File: config.mk
export PLATFORM = sky130hd
export DESIGN_NAME = adc_capture_fifo
export DESIGN_NICKNAME = d
export VERILOG_FILES = /design/src/rtl/adc_if_pkg.sv /design/src/rtl/adc_sample_fifo.sv /design/src/rtl/adc_capture_fifo.sv
export SDC_FILE = /design/constraint.sdc
export NUM_CORES = 1
export LEC_CHECK = 0
export CAP_MARGIN = 20
export CORE_MARGIN = 4
export CORE_UTILIZATION = 53
export DETAILED_ROUTE_END_ITERATION = 16
export GPL_ROUTABILITY_DRIVEN = 0
export MAX_ROUTING_LAYER = met4
export PLACE_DENSITY = 0.75
export SLEW_MARGIN = 40
export SYNTH_ARGS = -nofsm -noshare
export SYNTH_HDL_FRONTEND = slang
export SYNTH_SLANG_ARGS = --single-unit
File: constraint.sdc
create_clock -name clock -period 2.4 [get_ports clock]
set_input_delay 0.36 -clock clock [delete_from_list [all_inputs] [get_ports clock]]
set_output_delay 0.36 -clock clock [all_outputs]
set_load 0.02 [all_outputs]
File: src/rtl/adc_if_pkg.sv
// Shared types and helpers for the ADC capture path: sample width default,
// lane-index width and the serialiser state encoding.
package adc_if_pkg;

  localparam int ADC_DATA_W = 8;

  typedef enum logic [0:0] {
    SER_IDLE = 1'b0,
    SER_PUSH = 1'b1
  } ser_state_e;

  // A single lane still needs a 1-bit index field on the stream.
  function automatic int ch_idx_w(input int num_ch);
    return (num_ch > 1) ? $clog2(num_ch) : 1;
  endfunction

endpackage

File: src/rtl/adc_sample_fifo.sv
// Show-ahead synchronous FIFO holding {lane index, sample} words; the head is
// visible combinationally and reads as zero while the FIFO is empty.
module adc_sample_fifo #(
  parameter int W     = 9,
  parameter int DEPTH = 16
) (
  input  logic                     clock,
  input  logic                     reset_n,
  input  logic                     push,
  input  logic [W-1:0]             push_data,
  input  logic                     pop,
  output logic [W-1:0]             head,
  output logic                     empty,
  output logic                     full,
  output logic [$clog2(DEPTH):0]   level
);

  localparam int AW = $clog2(DEPTH);

  logic [W-1:0] mem [DEPTH];
  logic [AW:0]  wr_ptr;
  logic [AW:0]  rd_ptr;
  logic         pop_en;
  logic         wr_en;

  // Extra pointer MSB tells a full FIFO apart from an empty one.
  assign empty  = (wr_ptr == rd_ptr);
  assign full   = (wr_ptr[AW] != rd_ptr[AW]) && (wr_ptr[AW-1:0] == rd_ptr[AW-1:0]);
  assign level  = wr_ptr - rd_ptr;
  assign pop_en = pop && !empty;
  // A full FIFO still accepts a push when the head leaves in the same cycle.
  assign wr_en  = push && (!full || pop_en);
  assign head   = empty ? '0 : mem[rd_ptr[AW-1:0]];

  always_ff @(posedge clock) begin
    if (wr_en) mem[wr_ptr[AW-1:0]] <= push_data;
  end

  always_ff @(posedge clock or negedge reset_n) begin
    if (!reset_n) begin
      wr_ptr <= '0;
      rd_ptr <= '0;
    end else begin
      if (wr_en)  wr_ptr <= wr_ptr + (AW+1)'(1);
      if (pop_en) rd_ptr <= rd_ptr + (AW+1)'(1);
    end
  end

endmodule

File: src/rtl/adc_capture_fifo.sv
// ADC interface: divides clock into adc_clock, snapshots all lanes on each
// adc_clock fall, serialises enabled lanes into a FIFO, sticky overflow flag.
module adc_capture_fifo
  import adc_if_pkg::*;
#(
  parameter int  DATA_W = ADC_DATA_W,
  parameter int  NUM_CH = 2,
  parameter int  DEPTH  = 16,
  parameter int  DIV_W  = 8,
  localparam int CH_W   = ch_idx_w(NUM_CH),
  localparam int LVL_W  = $clog2(DEPTH) + 1
) (
  input  logic                     clock,
  input  logic                     reset_n,
  input  logic                     cfg_en,
  input  logic [DIV_W-1:0]         cfg_div,
  input  logic [NUM_CH-1:0]        cfg_ch_mask,
  output logic                     adc_clock,
  input  logic [NUM_CH*DATA_W-1:0] adc_data,
  output logic                     out_valid,
  input  logic                     out_ready,
  output logic [DATA_W-1:0]        out_data,
  output logic [CH_W-1:0]          out_ch,
  output logic [LVL_W-1:0]         level,
  output logic                     overflow,
  input  logic                     ovf_clr,
  output ser_state_e               dbg_ser_state
);

  // Stream handshake: a word transfers on every rising clock edge where
  // out_valid and out_ready are both 1; out_valid never waits on out_ready.

  logic [DIV_W-1:0]         div_cnt;
  logic [DIV_W-1:0]         div_q;
  logic                     snap_edge;
  logic                     mask_any;
  ser_state_e               ser_state;
  logic [NUM_CH*DATA_W-1:0] snap_data;
  logic [NUM_CH-1:0]        rem_mask;
  logic [NUM_CH-1:0]        rem_rest;
  logic [CH_W-1:0]          sel;
  logic [DATA_W-1:0]        lane_word;
  logic                     push_q;
  logic [DATA_W-1:0]        push_data_q;
  logic [CH_W-1:0]          push_ch_q;
  logic                     pop;
  logic                     fifo_full;
  logic                     fifo_empty;
  logic                     snap_drop;
  logic                     fifo_drop;
  logic [CH_W+DATA_W-1:0]   head;

  // Half-period length is latched at each toggle (and while idle) so a
  // mid-period cfg_div change only affects the next half-period.
  always_ff @(posedge clock or negedge reset_n) begin
    if (!reset_n) begin
      div_cnt   <= '0;
      div_q     <= '0;
      adc_clock <= 1'b0;
    end else if (!cfg_en) begin
      div_cnt   <= '0;
      div_q     <= cfg_div;
      adc_clock <= 1'b0;
    end else if (div_cnt == div_q) begin
      div_cnt   <= '0;
      div_q     <= cfg_div;
      adc_clock <= ~adc_clock;
    end else begin
      div_cnt   <= div_cnt + DIV_W'(1);
    end
  end

  assign snap_edge = cfg_en && (div_cnt == div_q) && adc_clock;
  assign mask_any  = (cfg_ch_mask != '0);

  // Lowest pending lane goes next; rem_rest is the mask with it removed.
  always_comb begin
    sel = '0;
    for (int i = NUM_CH - 1; i >= 0; i--) begin
      if (rem_mask[i]) sel = CH_W'(i);
    end
  end

  assign rem_rest  = rem_mask & (rem_mask - NUM_CH'(1));
  assign lane_word = snap_data[sel*DATA_W +: DATA_W];

  always_ff @(posedge clock or negedge reset_n) begin
    if (!reset_n) begin
      ser_state   <= SER_IDLE;
      snap_data   <= '0;
      rem_mask    <= '0;
      push_q      <= 1'b0;
      push_data_q <= '0;
      push_ch_q   <= '0;
    end else begin
      push_q <= 1'b0;
      if (!cfg_en) begin
        ser_state <= SER_IDLE;
        rem_mask  <= '0;
      end else begin
        case (ser_state)
          SER_IDLE: begin
            if (snap_edge && mask_any) begin
              snap_data <= adc_data;
              rem_mask  <= cfg_ch_mask;
              ser_state <= SER_PUSH;
            end
          end
          SER_PUSH: begin
            push_q      <= 1'b1;
            push_data_q <= lane_word;
            push_ch_q   <= sel;
            if (rem_rest != '0) begin
              rem_mask <= rem_rest;
            end else if (snap_edge && mask_any) begin
              // Last lane leaves this cycle, so the new snapshot hands over.
              snap_data <= adc_data;
              rem_mask  <= cfg_ch_mask;
            end else begin
              rem_mask  <= '0;
              ser_state <= SER_IDLE;
            end
          end
          default: ser_state <= SER_IDLE;
        endcase
      end
    end
  end

  assign dbg_ser_state = ser_state;

  assign snap_drop = snap_edge && mask_any && (ser_state == SER_PUSH) && (rem_rest != '0);
  assign fifo_drop = push_q && fifo_full && !pop;

  always_ff @(posedge clock or negedge reset_n) begin
    if (!reset_n) begin
      overflow <= 1'b0;
    end else if (snap_drop || fifo_drop) begin
      overflow <= 1'b1;
    end else if (ovf_clr) begin
      overflow <= 1'b0;
    end
  end

  assign out_valid = !fifo_empty;
  assign pop       = out_valid && out_ready;
  assign out_data  = head[DATA_W-1:0];
  assign out_ch    = head[CH_W+DATA_W-1:DATA_W];

  adc_sample_fifo #(
    .W     (CH_W + DATA_W),
    .DEPTH (DEPTH)
  ) u_fifo (
    .clock     (clock),
    .reset_n   (reset_n),
    .push      (push_q),
    .push_data ({push_ch_q, push_data_q}),
    .pop       (pop),
    .head      (head),
    .empty     (fifo_empty),
    .full      (fifo_full),
    .level     (level)
  );

endmodule

==> reports/qor.yml <==
p_per_area_nw_per_um2: 1058
track_usage_pct: 21.90
finalPower_uw: 11380
clockBufferDepth: 3
drt_iter0_drc: 419
max_slew_margin_pct: 49.23
seq_area_sq_um: 5752
muxShareOfSynthArea_pct: 16.77
critical_path_arrival_ns: 2.38
grt_pass1_wl_um: 28610
worst_slew_pin_slew_ns: 0.7608
cap_violations: 0
hp-class: "in2async"
std_cell_rows: 45
postRouteAntennaNets: 0
synth-xor-area-share_pct: 3.085
min_period_ns: 2.738
final_cells: 817
io_pins: 49
vias: 4662
fin_nets: 634
dieWidth_um: 133.6
synthSimpleGateAreaFrac_pct: 5.001
fmax_mhz: 365.2
synth-seq-cells: 201
syn_nets: 506
ir_worst_vdd_mv: 0.6834
violations: "setup timing"
synth-adder-area-share_pct: 1.737
dieArea_sq_um: 17840
yosys.cell_types.count: 44
yosys_warnings: 0
synth_top_family_by_area: "multiplexers"
worstSkewPairLatency_ns: 0.48
fin_ws_ns: -0.3380
wire_per_inst_um: 22.68
synth.largest_area_cell: "edfxtp_1"
cts.sinks: 201
synthArstFlopShare_pct: 28.36
dp.cells: 762
overflow: 0
status: "finished, violations left"
synth_area_leaders: "edfxtp_1 (52%), dfrtp_1 (17%), mux4_2 (9.7%)"
drive_gt1_share_pct: 34.82
synthCells: 464
cts_root_buffer: "clkbuf_16"
fp.dieH_um: 133.6
power.leakage_uw: 0.004025
hpwl_um: 11370
htreeDepth: 1
hold_viol: 0
drc_errors: 0
synth_flop_cell: "edfxtp_1"
diodes: 0
report.final.slew_viol_count: 0
dr.pass1.iters: 4
placed_cell_area_sq_um: 9743
n_fill_cell: 980
clock_skew_ns: 0.008169
min_period_over_period_pct: 114.1
start_util_pct: 54.56
crit_type: "reg2out"
required_ns: 2.04
cts-buffers-inserted: 21
antenna_found_initial: 0
grt_pass1_vias: 4942
port_buffers: 48
vias_per_cell: 5.706
worstSetupStartpointType: "register"
crit_fanout: 7
grt_max_degree: 27
synth_compound_area_share_pct: 2.815
fin_area_sq_um: 10760
yosysTopAreaCellShare_pct: 51.75
synth_enable_flop_cells: 144
end_kind: "output pin"
wirelength_um: 18530
synth_area_sq_um: 8356
ys_seq_area_share_pct: 68.82
cts.clk_slew.worst_paths_ns: 0.06
cts_tree: "yes"
rsz0062_at_grt: "true"
reg2reg_depth: 8
core_sq_um: 15310
avgSynthCellArea_sq_um: 18.01
setup_viol: 13
areaGrowthSynthToFinish_pct: 28.74
multi_input_area_sq_um: 2761
-- per-stage QoR --
stage / setup TNS [ns] / util (%) / setup WS [ns] / hold slack (ns)
after floorplan: 0 / - / 0.02571 / 0.06441
after global placement: -1.373 / 63.60 / -0.1641 / 0.3976
after detailed placement: -1.788 / 63.62 / -0.2309 / 0.4086
after CTS: -2.859 / 69.60 / -0.2797 / 0.4360
after global routing: -3.578 / 70.24 / -0.3884 / 0.4779
final: -2.660 / 70.24 / -0.3380 / 0.4354
-- cell type report --
class / instances / area share (%)
Clock buffer: 26 / 5.246
Clock inverter: 11 / 0.7561
Inverter: 12 / 0.4187
Multi-Input combinational cell: 235 / 25.67
Sequential cell: 201 / 53.47
Tap cell: 211 / 2.454
Timing Repair Buffer: 121 / 11.98
-- flip-flops by register name, indices dropped and copies added, names as in the netlist, 2 cells and up --
name,cells
u_fifo.mem,144
u_fifo.wr_ptr,5
rem_mask,2
snap_data,16
push_data_q,8
u_fifo.rd_ptr,5
div_q,8
div_cnt,8
-- routing by layer --
layer  track usage, %  vias up  wire length [um]
met3            3.852       33              1164
met2            36.23      187              9322
li1                 -     2065                 -
met5                -        -                 0
met4            5.143        0               467
met1            28.82     2377              7578
-- power breakdown --
group	switching (uW)	internal (uW)
registers	122	3800
logic	2070	2360
clock network	1260	1770
total	3450	7930
-- final timing paths --
| kind | slack (ns) | from | to |
|---|---|---|---|
| min in group clock | 0.47 | cfg_div[2] | div_q[2] |
| worst min register to register | 0.50 | u_fifo.rd_ptr[3] | u_fifo.rd_ptr[3] |
| worst min-delay path | 0.44 | reset_n | snap_data[3] |
| worst max-delay path | -0.34 | u_fifo.rd_ptr[0] | level[4] |
| max in group asynchronous | 1.37 | reset_n | snap_data[14] |
| worst max register to register | 0.09 | u_fifo.rd_ptr[0] | u_fifo.mem[6][0] |
-- worst max-delay path, stage by stage (launching register included) --
cell and delay, ns:
dfrtp_2 0.50, buf_4 0.18, ha_4 0.16, fa_2 0.35, inv_1 0.07, a21o_1 0.12
a21oi_1 0.07, xnor2_1 0.25, buf_4 0.19
-- layout by cell type (no fill, tap or decap), types with 13 or more instances in the layout --
| master | Yosys | routed |
|---|---|---|
| buf_6 | 3 | 13 |
| edfxtp_1 | 144 | 144 |
| buf_12 | 0 | 16 |
| xnor2_1 | 16 | 14 |
| clkbuf_16 | 0 | 21 |
| mux4_2 | 36 | 36 |
| and2_1 | 16 | 16 |
| buf_4 | 2 | 51 |
| mux2i_1 | 26 | 19 |
| nand3_1 | 13 | 13 |
| nor2_1 | 18 | 17 |
| dfrtp_1 | 57 | 56 |
| clkdlybuf4s50_1 | 0 | 32 |
-- what timing repair did --
| action | 4_1_cts | 5_1_grt |
|---|---|---|
| hold endpoints to repair | 24 | 0 |
| gates resized for setup | 94 | 25 |
| endpoints found under the setup margin | 15 | 50 |
| pin swaps | 1 | 7 |
| cloned | 5 | 0 |
| setup buffers | 7 | 7 |
| hold buffers | 1 | 0 |
-- kinds of logic after synthesis --
kind of cell,Yosys count
buffers and inverters,29
AO/OA/AOI/OAI,35
XOR/XNOR,26
multiplexers,88
flip-flops,201
AND/OR/NAND/NOR,74
adder cells (fa/ha/maj),11
-- Yosys cell counts (2+ instances only) --
cell type  instances
a41o_1             2
inv_1             12
and3_1             5
ha_1              10
o31ai_1            2
o21ai_0            3
nand2_1            6
nand4_1            4
mux2_4            10
buf_1              2
a21o_1             2
buf_2              7
o22ai_1            9
mux2i_1           26
and2_1            16
nor2b_1            2
buf_6              3
xnor2_1           16
mux2_1             8
nor3b_1            2
nand3_1           13
nor3_1             2
nor2_1            18
mux4_2            36
mux2_2             8
edfxtp_1         144
xor2_1             6
clkbuf_1           3
and4_4             2
xnor2_2            4
a21oi_1           11
dfrtp_1           57
buf_4              2
Note: power is estimated with default switching activity, not from simulation.
